**src/rtl/poly_pkg.sv**
```systemverilog
// Shared types and helpers for the polynomial coefficient sequencer.
// The optional POLY_SUB_EN build adds modular subtraction to the datapath.
package poly_pkg;

  localparam int DEFAULT_DATA_WIDTH = 16;

  typedef enum logic [1:0] {
    IDLE  = 2'd0,
    RUN   = 2'd1,
    DRAIN = 2'd2,
    DONE  = 2'd3
  } state_t;

  typedef logic [DEFAULT_DATA_WIDTH-1:0] coeff_t;

  // A single-entry RAM still needs a one-bit address bus.
  function automatic int addr_bits(input int n);
    return (n > 1) ? $clog2(n) : 1;
  endfunction

endpackage

```
**src/rtl/mod_addsub.sv**
```systemverilog
// Combinational single-step modular adder (and subtractor when POLY_SUB_EN is defined).
// Operands are expected to be below q; out-of-range inputs get one conditional correction only.
module mod_addsub #(
  parameter int DATA_WIDTH = 16
) (
  input  logic [DATA_WIDTH-1:0] a,
  input  logic [DATA_WIDTH-1:0] b,
  input  logic [DATA_WIDTH-1:0] q,
`ifdef POLY_SUB_EN
  input  logic                  sub,
`endif
  output logic [DATA_WIDTH-1:0] res
);

  logic [DATA_WIDTH:0]   sum;
  logic [DATA_WIDTH-1:0] res_add;

  // One extra bit keeps the carry so the compare against q sees the true sum.
  assign sum     = {1'b0, a} + {1'b0, b};
  assign res_add = (sum >= {1'b0, q}) ? DATA_WIDTH'(sum - {1'b0, q}) : sum[DATA_WIDTH-1:0];

`ifdef POLY_SUB_EN
  logic [DATA_WIDTH:0]   diff;
  logic [DATA_WIDTH-1:0] res_sub;

  assign diff    = {1'b0, a} - {1'b0, b};
  assign res_sub = (a < b) ? DATA_WIDTH'(diff + {1'b0, q}) : diff[DATA_WIDTH-1:0];
  assign res     = sub ? res_sub : res_add;
`else
  assign res     = res_add;
`endif

endmodule

```
**src/rtl/poly_add_seq.sv**
```systemverilog
// Streams N coefficient pairs from two RAMs through mod_addsub and writes the results to a third RAM.
// Defining POLY_SUB_EN adds the op_sub port and selects subtraction per operation.
module poly_add_seq
  import poly_pkg::*;
#(
  parameter int DATA_WIDTH = DEFAULT_DATA_WIDTH,
  parameter int N          = 256,
  parameter int ADDR_WIDTH = addr_bits(N)
) (
  input  logic                  clk,
  input  logic                  rst_n,
  input  logic                  start,
  input  logic [DATA_WIDTH-1:0] q,
`ifdef POLY_SUB_EN
  input  logic                  op_sub,
`endif
  output logic                  busy,
  output logic                  done,
  output logic                  a_rd_en,
  output logic                  b_rd_en,
  output logic [ADDR_WIDTH-1:0] a_addr,
  output logic [ADDR_WIDTH-1:0] b_addr,
  input  logic [DATA_WIDTH-1:0] a_rdata,
  input  logic [DATA_WIDTH-1:0] b_rdata,
  output logic                  c_wr_en,
  output logic [ADDR_WIDTH-1:0] c_addr,
  output logic [DATA_WIDTH-1:0] c_wdata
);

  localparam logic [ADDR_WIDTH-1:0] LAST_ADDR = ADDR_WIDTH'(N - 1);

  state_t                state_q;
  logic [ADDR_WIDTH-1:0] cnt_q;
  logic                  rd_en_q;
  logic                  drain_q;
  logic                  busy_q;
  logic                  done_q;
  logic [DATA_WIDTH-1:0] q_q;
`ifdef POLY_SUB_EN
  logic                  sub_q;
`endif

  logic                  valid1_q;
  logic [ADDR_WIDTH-1:0] addr1_q;
  logic                  wr_en_q;
  logic [ADDR_WIDTH-1:0] c_addr_q;
  logic [DATA_WIDTH-1:0] c_wdata_q;
  logic [DATA_WIDTH-1:0] res_d;

  // Control: every output is a register so RAM strobes leave the block glitch-free.
  always_ff @(posedge clk or negedge rst_n) begin
    if (!rst_n) begin
      state_q <= IDLE;
      cnt_q   <= '0;
      rd_en_q <= 1'b0;
      drain_q <= 1'b0;
      busy_q  <= 1'b0;
      done_q  <= 1'b0;
      q_q     <= '0;
`ifdef POLY_SUB_EN
      sub_q   <= 1'b0;
`endif
    end else begin
      done_q <= 1'b0;
      case (state_q)
        IDLE: begin
          if (start) begin
            state_q <= RUN;
            cnt_q   <= '0;
            rd_en_q <= 1'b1;
            busy_q  <= 1'b1;
            q_q     <= q;
`ifdef POLY_SUB_EN
            sub_q   <= op_sub;
`endif
          end
        end
        RUN: begin
          if (cnt_q == LAST_ADDR) begin
            state_q <= DRAIN;
            rd_en_q <= 1'b0;
            drain_q <= 1'b0;
          end else begin
            cnt_q <= cnt_q + 1'b1;
          end
        end
        DRAIN: begin
          // Two cycles let the final read pass through both pipeline stages.
          if (drain_q) begin
            state_q <= DONE;
            busy_q  <= 1'b0;
            done_q  <= 1'b1;
          end else begin
            drain_q <= 1'b1;
          end
        end
        DONE: begin
          state_q <= IDLE;
        end
        default: begin
          state_q <= IDLE;
        end
      endcase
    end
  end

  mod_addsub #(
    .DATA_WIDTH(DATA_WIDTH)
  ) u_mod_addsub (
    .a  (a_rdata),
    .b  (b_rdata),
    .q  (q_q),
`ifdef POLY_SUB_EN
    .sub(sub_q),
`endif
    .res(res_d)
  );

  // Stage 1 tracks the address in flight; stage 2 captures the result once RAM data arrives.
  always_ff @(posedge clk or negedge rst_n) begin
    if (!rst_n) begin
      valid1_q  <= 1'b0;
      addr1_q   <= '0;
      wr_en_q   <= 1'b0;
      c_addr_q  <= '0;
      c_wdata_q <= '0;
    end else begin
      valid1_q <= rd_en_q;
      addr1_q  <= cnt_q;
      wr_en_q  <= valid1_q;
      if (valid1_q) begin
        c_addr_q  <= addr1_q;
        c_wdata_q <= res_d;
      end
    end
  end

  assign busy    = busy_q;
  assign done    = done_q;
  assign a_rd_en = rd_en_q;
  assign b_rd_en = rd_en_q;
  assign a_addr  = cnt_q;
  assign b_addr  = cnt_q;
  assign c_wr_en = wr_en_q;
  assign c_addr  = c_addr_q;
  assign c_wdata = c_wdata_q;

endmodule

```
**config.mk**
```make
export PLATFORM = sky130hd
export DESIGN_NAME = poly_add_seq
export DESIGN_NICKNAME = d
export VERILOG_FILES = /design/src/rtl/poly_pkg.sv /design/src/rtl/mod_addsub.sv /design/src/rtl/poly_add_seq.sv
export SDC_FILE = /design/constraint.sdc
export NUM_CORES = 1
export LEC_CHECK = 0
export ABC_AREA = 1
export CELL_PAD_IN_SITES_DETAIL_PLACEMENT = 1
export CELL_PAD_IN_SITES_GLOBAL_PLACEMENT = 1
export CORE_ASPECT_RATIO = 0.75
export CORE_UTILIZATION = 37
export CTS_CLUSTER_SIZE = 16
export DETAILED_ROUTE_END_ITERATION = 7
export PLACE_DENSITY_LB_ADDON = 0.1
export SYNTH_ARGS = -nofsm -noshare
export SYNTH_HDL_FRONTEND = slang
export SYNTH_SLANG_ARGS = --single-unit
```
**constraint.sdc**
```tcl
create_clock -name clk -period 2.3 [get_ports clk]
set_input_delay 0.46 -clock clk [delete_from_list [all_inputs] [get_ports clk]]
set_output_delay 0.46 -clock clk [all_outputs]
set_load 0.03 [all_outputs]
```
# After elaboration in Yosys (flattened, before gate mapping)
# Cells that the tools add are included.
totals:
  ff_bits: 64
  input_bits: 51
  wordCells: 50
classes:
  add_sub_neg: 3
  n_lt_le_gt_ge: 1
  n_eq_ne: 8
  n_mux: 16
  n_reduce_logical: 10
ops:
  columns: ["operator", "n"]
  rows:
  - ["$add 16x16->17", 1]
  - ["$ge 17x16->1", 1]
  - ["$mux 16", 1]
  - ["$mux 8", 2]
  - ["$pmux 8 s2", 1]
  - ["$sub 16x16->16", 1]
  - ["$reduce_and 3->1", 4]
  - ["$add 8x1->8 const B", 1]
  - ["$eq 8x8->1 const B", 1]
  - ["$ne 2x2->1 const B", 4]
  - ["$pmux 2 s4", 1]
  - ["$mux 2", 3]
  - ["$pmux 1 s2", 3]
  - ["$reduce_bool 2->1", 3]
  - ["$mux 1", 5]
  - ["$eq 2x2->1 const B", 2]
  - ["$reduce_and 2->1", 2]
  - ["$eq 2x1->1 const B", 1]
  - ["$logic_not 2->1", 1]

# Longest topological paths before layout
logic_depth:
  depth_word: 3
  ltp_mapped: 24
  ltp_nobuf: 24

# Cells and area by module
# From an unflattened synthesis, not the netlist that was laid out.
unflattened:
  hier_cells: 660
  area_unflattened_um2: 4961.0
by_module_without_submodules:
  columns: ["module", "cells_each", "n_inst", "area_per_inst_um2"]
  rows:
  - ["poly_add_seq", 209, 1, 2650.0]
  - ["mod_addsub", 451, 1, 2311.0]

# Worst setup path after synthesis
# OpenSTA, ideal clock, no wires.
synth_path:
  path_kind: "input to register"
  start: "in a_rdata[0]"
  end: "reg c_wdata_q[5], in the netlist c_wdata[5]"
  stages: 20
  n_path_buf: 1
  setup_ns: 0.118
  path_slack_ns: -0.689
  t_arrival_ns: 2.871
  required_time_ns: 2.182
  path_cell_list: "ha_1 > fa_1 > nand2_1 > nand2_1 > nand3_1 > nand2_2 > nand2_2 > nand3b_1 > nand2_1 > inv_1 > ha_1 > nand2_1 > nor2_1 > a21oi_1 > nand2_2 > nand2_4 > buf_6 > nand3_1 > nand3_1 > nand2_1"
synth_via:
  elab_chain_cells: 3
synth_rtl:
  columns: ["item", "line", "source"]
  rows:
  - ["start, declared", "poly_add_seq.sv:23", "input logic [DATA_WIDTH-1:0] a_rdata,"]
  - ["$add 16x16->17 *", "mod_addsub.sv:19", "assign sum = {1'b0, a} + {1'b0, b};"]
  - ["$sub 16x16->16 / $ge 17x16->1 (equally long branches)", "mod_addsub.sv:20", "assign res_add = (sum >= {1'b0, q}) ? DATA_WIDTH'(sum - {1'b0, q}) : sum[DATA_WIDTH-1:0];"]
  - ["$mux 16 *", "mod_addsub.sv:20", null]
  - ["end signal, assigned", "poly_add_seq.sv:133", "c_wdata_q <= res_d;"]
  - ["end, declared", "poly_add_seq.sv:47", "logic [DATA_WIDTH-1:0] c_wdata_q;"]
# Every way passes the cells marked *; elsewhere a longest branch is shown, timed or not.
# A chain may end at the register's enable or synchronous reset.

# Worst setup path after layout
layout_path:
  start: "in b_rdata[9]"
  end: "reg c_wdata_q[14], in the netlist c_wdata[14]"
layout_via:
  elab_chain_cells: 3
layout_rtl:
  columns: ["item", "line", "source"]
  rows:
  - ["start, declared", "poly_add_seq.sv:24", "input logic [DATA_WIDTH-1:0] b_rdata,"]
  - ["$add 16x16->17 *", "mod_addsub.sv:19", null]
  - ["$sub 16x16->16 / $ge 17x16->1 (equally long branches)", "mod_addsub.sv:20", null]
  - ["$mux 16 *", "mod_addsub.sv:20", null]
# Marked as above.

==> impl_metrics.env <==
export IMPL_r2r_end="c_wdata[14]"
export IMPL_firstDrtPassIters=5
export IMPL_synth_edff_count=0
export IMPL_die_x_um=133
export IMPL_root_buffer="clkbuf_16"
export IMPL_hold_violations=0
export IMPL_p_leak_nw=4.12
export IMPL_die_area_sq_mm=0.0133
export IMPL_cts_sinks=64
export IMPL_core_sq_mm=0.0124
export IMPL_rows=35
export IMPL_max_freq_mhz=303
export IMPL_wirelength_mm=26.5
export IMPL_drive_above_1_share=0.402
export IMPL_powerDensity_mw_per_mm2=1470
export IMPL_drt_iter0_drc=431
export IMPL_avgSynthCellArea_sq_um=6.80
export IMPL_die_h_um=100
export IMPL_rsz0062_at_grt="true"
export IMPL_arrival_ns=3.57
export IMPL_path_max_fanout=4
export IMPL_synth_top_cell_area_share=0.336
export IMPL_dpl_hpwl_mm=12.7
export IMPL_ys_seq_area_frac=0.336
export IMPL_cap_viol_max_count=0
export IMPL_drt_wirelength_per_cell_um=24.6
export IMPL_path_clk_slew_ns=0.06
export IMPL_io_pins=96
export IMPL_final_util=0.659
export IMPL_worst_slack_ns=-0.999
export IMPL_hold_ws_ns=0.0448
export IMPL_grt_pass1_vias=6579
export IMPL_final_nets=997
export IMPL_crit_type="input port to flip-flop"
export IMPL_netlist_top_cells_count="264 x nand2_1, 124 x inv_1, 64 x dfrtp_1, 47 x nand3_1, 37 x ha_1"
export IMPL_synth_distinct_cells=32
export IMPL_fin_crit_ns=3.30
export IMPL_synth_seq_cells=64
export IMPL_setup_viol=16
export IMPL_drc=0
export IMPL_worst_path_most_repeated_cell="nand2_1"
export IMPL_fillerInstances=1461
export IMPL_netlist_instances=701
export IMPL_clock_path_buffers=2
export IMPL_slowest_delay_ns=0.33
export IMPL_drt_vias_per_instance=5.62
export IMPL_synth_area_sq_mm=0.00477
export IMPL_worstSkewPairLatency_ns=0.34
export IMPL_grt_util_all_layers=0.346
export IMPL_grt_max_degree=32
export IMPL_fin_crit_sh=1.43
export IMPL_synth_area_leaders="dfrtp_1 34%, nand2_1 21%, inv_1 9.8%, ha_1 9.7%, nand3_1 4.9%"
export IMPL_port_buffers=95
export IMPL_area_delta_synth_final_pct=71.9
export IMPL_ff2ff_path_depth=15
export IMPL_slew_viol_final=0
export IMPL_synth_area_leader_cell="dfrtp_1"
export IMPL_cts_buffers=9
export IMPL_grt_overflow=0
export IMPL_cts_tree="done"
export IMPL_yosys_most_used_dff="dfrtp_1"
export IMPL_yosysMostFrequentCell="nand2_1"
export IMPL_failed_checks="setup timing"
export IMPL_r2r_start="q_q[0]"
export IMPL_skew_ns=0.00780
export IMPL_critPathRequiredTime_ns=2.57
export IMPL_synthArstFlopShare=1.00
export IMPL_finalWeightedCongestion=0.860
export IMPL_cp_buffers_inverters=6
export IMPL_critical_path_top_delay_family="simple AND/OR/NAND/NOR gates"
export IMPL_vias=6052
export IMPL_tightest_slew_ns=0.929
export IMPL_outcome="complete, but fails checks"
export IMPL_max_vdd_ir_drop_mv=0.814
export IMPL_cts_hold_buf=0
export IMPL_antenna_found_initial=0
export IMPL_grt_pass1_wl_mm=35.0
export IMPL_slew_headroom=0.380
export IMPL_yosys_warnings=0
export IMPL_hold_class="input port to asynchronous set/reset pin"
export IMPL_ant_nets=0
export IMPL_htree_levels=3
export IMPL_end_kind="flip-flop"
export IMPL_start_kind="input port"
export IMPL_crit_slowest_cell="ha_4"
export IMPL_antenna_cells=0
export IMPL_syn_nets=791
export IMPL_r2r_slack_ns=-0.05
export IMPL_initial_core_util=0.383
## placed cells by master (no fill, tap or decap), types with 19 or more instances in the layout
master           instances
dfrtp_1                 63
nand2_2                 66
nand2_4                 33
o21ai_0                 27
nand3_1                 26
inv_2                   20
nand2_1                173
inv_1                  103
ha_4                    27
nor2_1                  22
nand3_2                 19
buf_4                  105
clkdlybuf4s50_1         64
## metrics by stage
| stage | instance area, sq um | setup TNS [ns] | std cells | total power, mW | setup slack [ns] |
|---|---|---|---|---|---|
| 4_1_cts | 7920 | -7.86 | 1070 | 10.5 | -0.520 |
| 2_1_floorplan | 4920 | -8.02 | 701 | 5.30 | -0.523 |
| 3_5_place_dp | 6520 | -22.65 | 1017 | 7.55 | -1.44 |
| 3_3_place_gp | 6520 | -21.31 | 1017 | 7.26 | -1.35 |
| 5_1_grt | 8190 | -14.39 | 1077 | 12.4 | -1.01 |
| 6_report | 8190 | -13.59 | 1077 | 12.1 | -0.999 |
## registers in the layout, summed over array words and instances, names as in the netlist
register and flops:
c_addr 8, busy 1, c_wdata 16, a_rd_en 1, addr1_q 8, valid1_q 1
q_q 16, a_addr 8, c_wr_en 1, state_q 2, drain_q 1, done 1
## area by class of cell
class | count | area [sq um] | area share
repair buffers | 213 | 1920 | 0.235
clock inverters | 6 | 85.1 | 0.0104
flip-flops and latches | 64 | 1600 | 0.196
inverters | 127 | 487 | 0.0594
clock buffers | 9 | 225 | 0.0275
well taps | 166 | 208 | 0.0254
multi-input cells | 492 | 3660 | 0.447
## worst reg2reg max path, cell delays in order (launching register included)
cell     delay, ns
dfrtp_1       0.37
ha_1          0.15
inv_1         0.06
fa_1          0.42
nand2_1       0.09
nand2_1       0.07
nand3_1       0.12
nand2_2       0.11
nand2_1       0.17
nand2_1       0.09
nand2_1       0.12
nand2_1       0.11
inv_1         0.11
nand2_2       0.08
nand3_2       0.10
nand2_2       0.08
## how the worst max path moves through the flow
stage,startpoint,to,slack [ns],depth (start not counted)
final,b_rdata[9],c_wdata[14],-1.0,25
after global routing,b_rdata[9],c_wdata[14],-1.01,25
after CTS,b_rdata[0],c_wdata[14],-0.52,24
after detailed placement,b_rdata[0],c_wdata[12],-1.44,23
after global placement,a_rdata[0],c_wdata[12],-1.35,23
after floorplan,a_rdata[0],c_wdata[2],-0.52,23
## layer usage
metal,track usage,share of wire
met2,0.623,0.50
met5,0,0
met1,0.387,0.38
met4,0.187,0.060
met3,0.0692,0.059
## logic make-up after synthesis
logic type	Yosys count	share of synthesized area
AO/OA/AOI/OAI	49	0.0541
XOR/XNOR	16	0.0294
flip-flops	64	0.336
AND/OR/NAND/NOR	386	0.347
adder cells (fa/ha/maj)	39	0.106
buffers and inverters	147	0.128
## timing repair
action                                  4_1_cts  5_1_grt
setup buffers                                34        7
pin swaps                                   117       26
endpoints found under the setup margin       16       20
resized for setup                           246       66
gates cloned                                  4        0
## report_power, final
part,total [mW],leakage (nW),switching [mW],internal [mW]
clock network,1.50,0.147,0.558,0.939
logic,8.74,3.16,5.30,3.44
registers,1.83,0.813,0.280,1.55
total,12.1,4.12,6.14,5.92
Note: power is estimated with default switching activity, not from simulation.
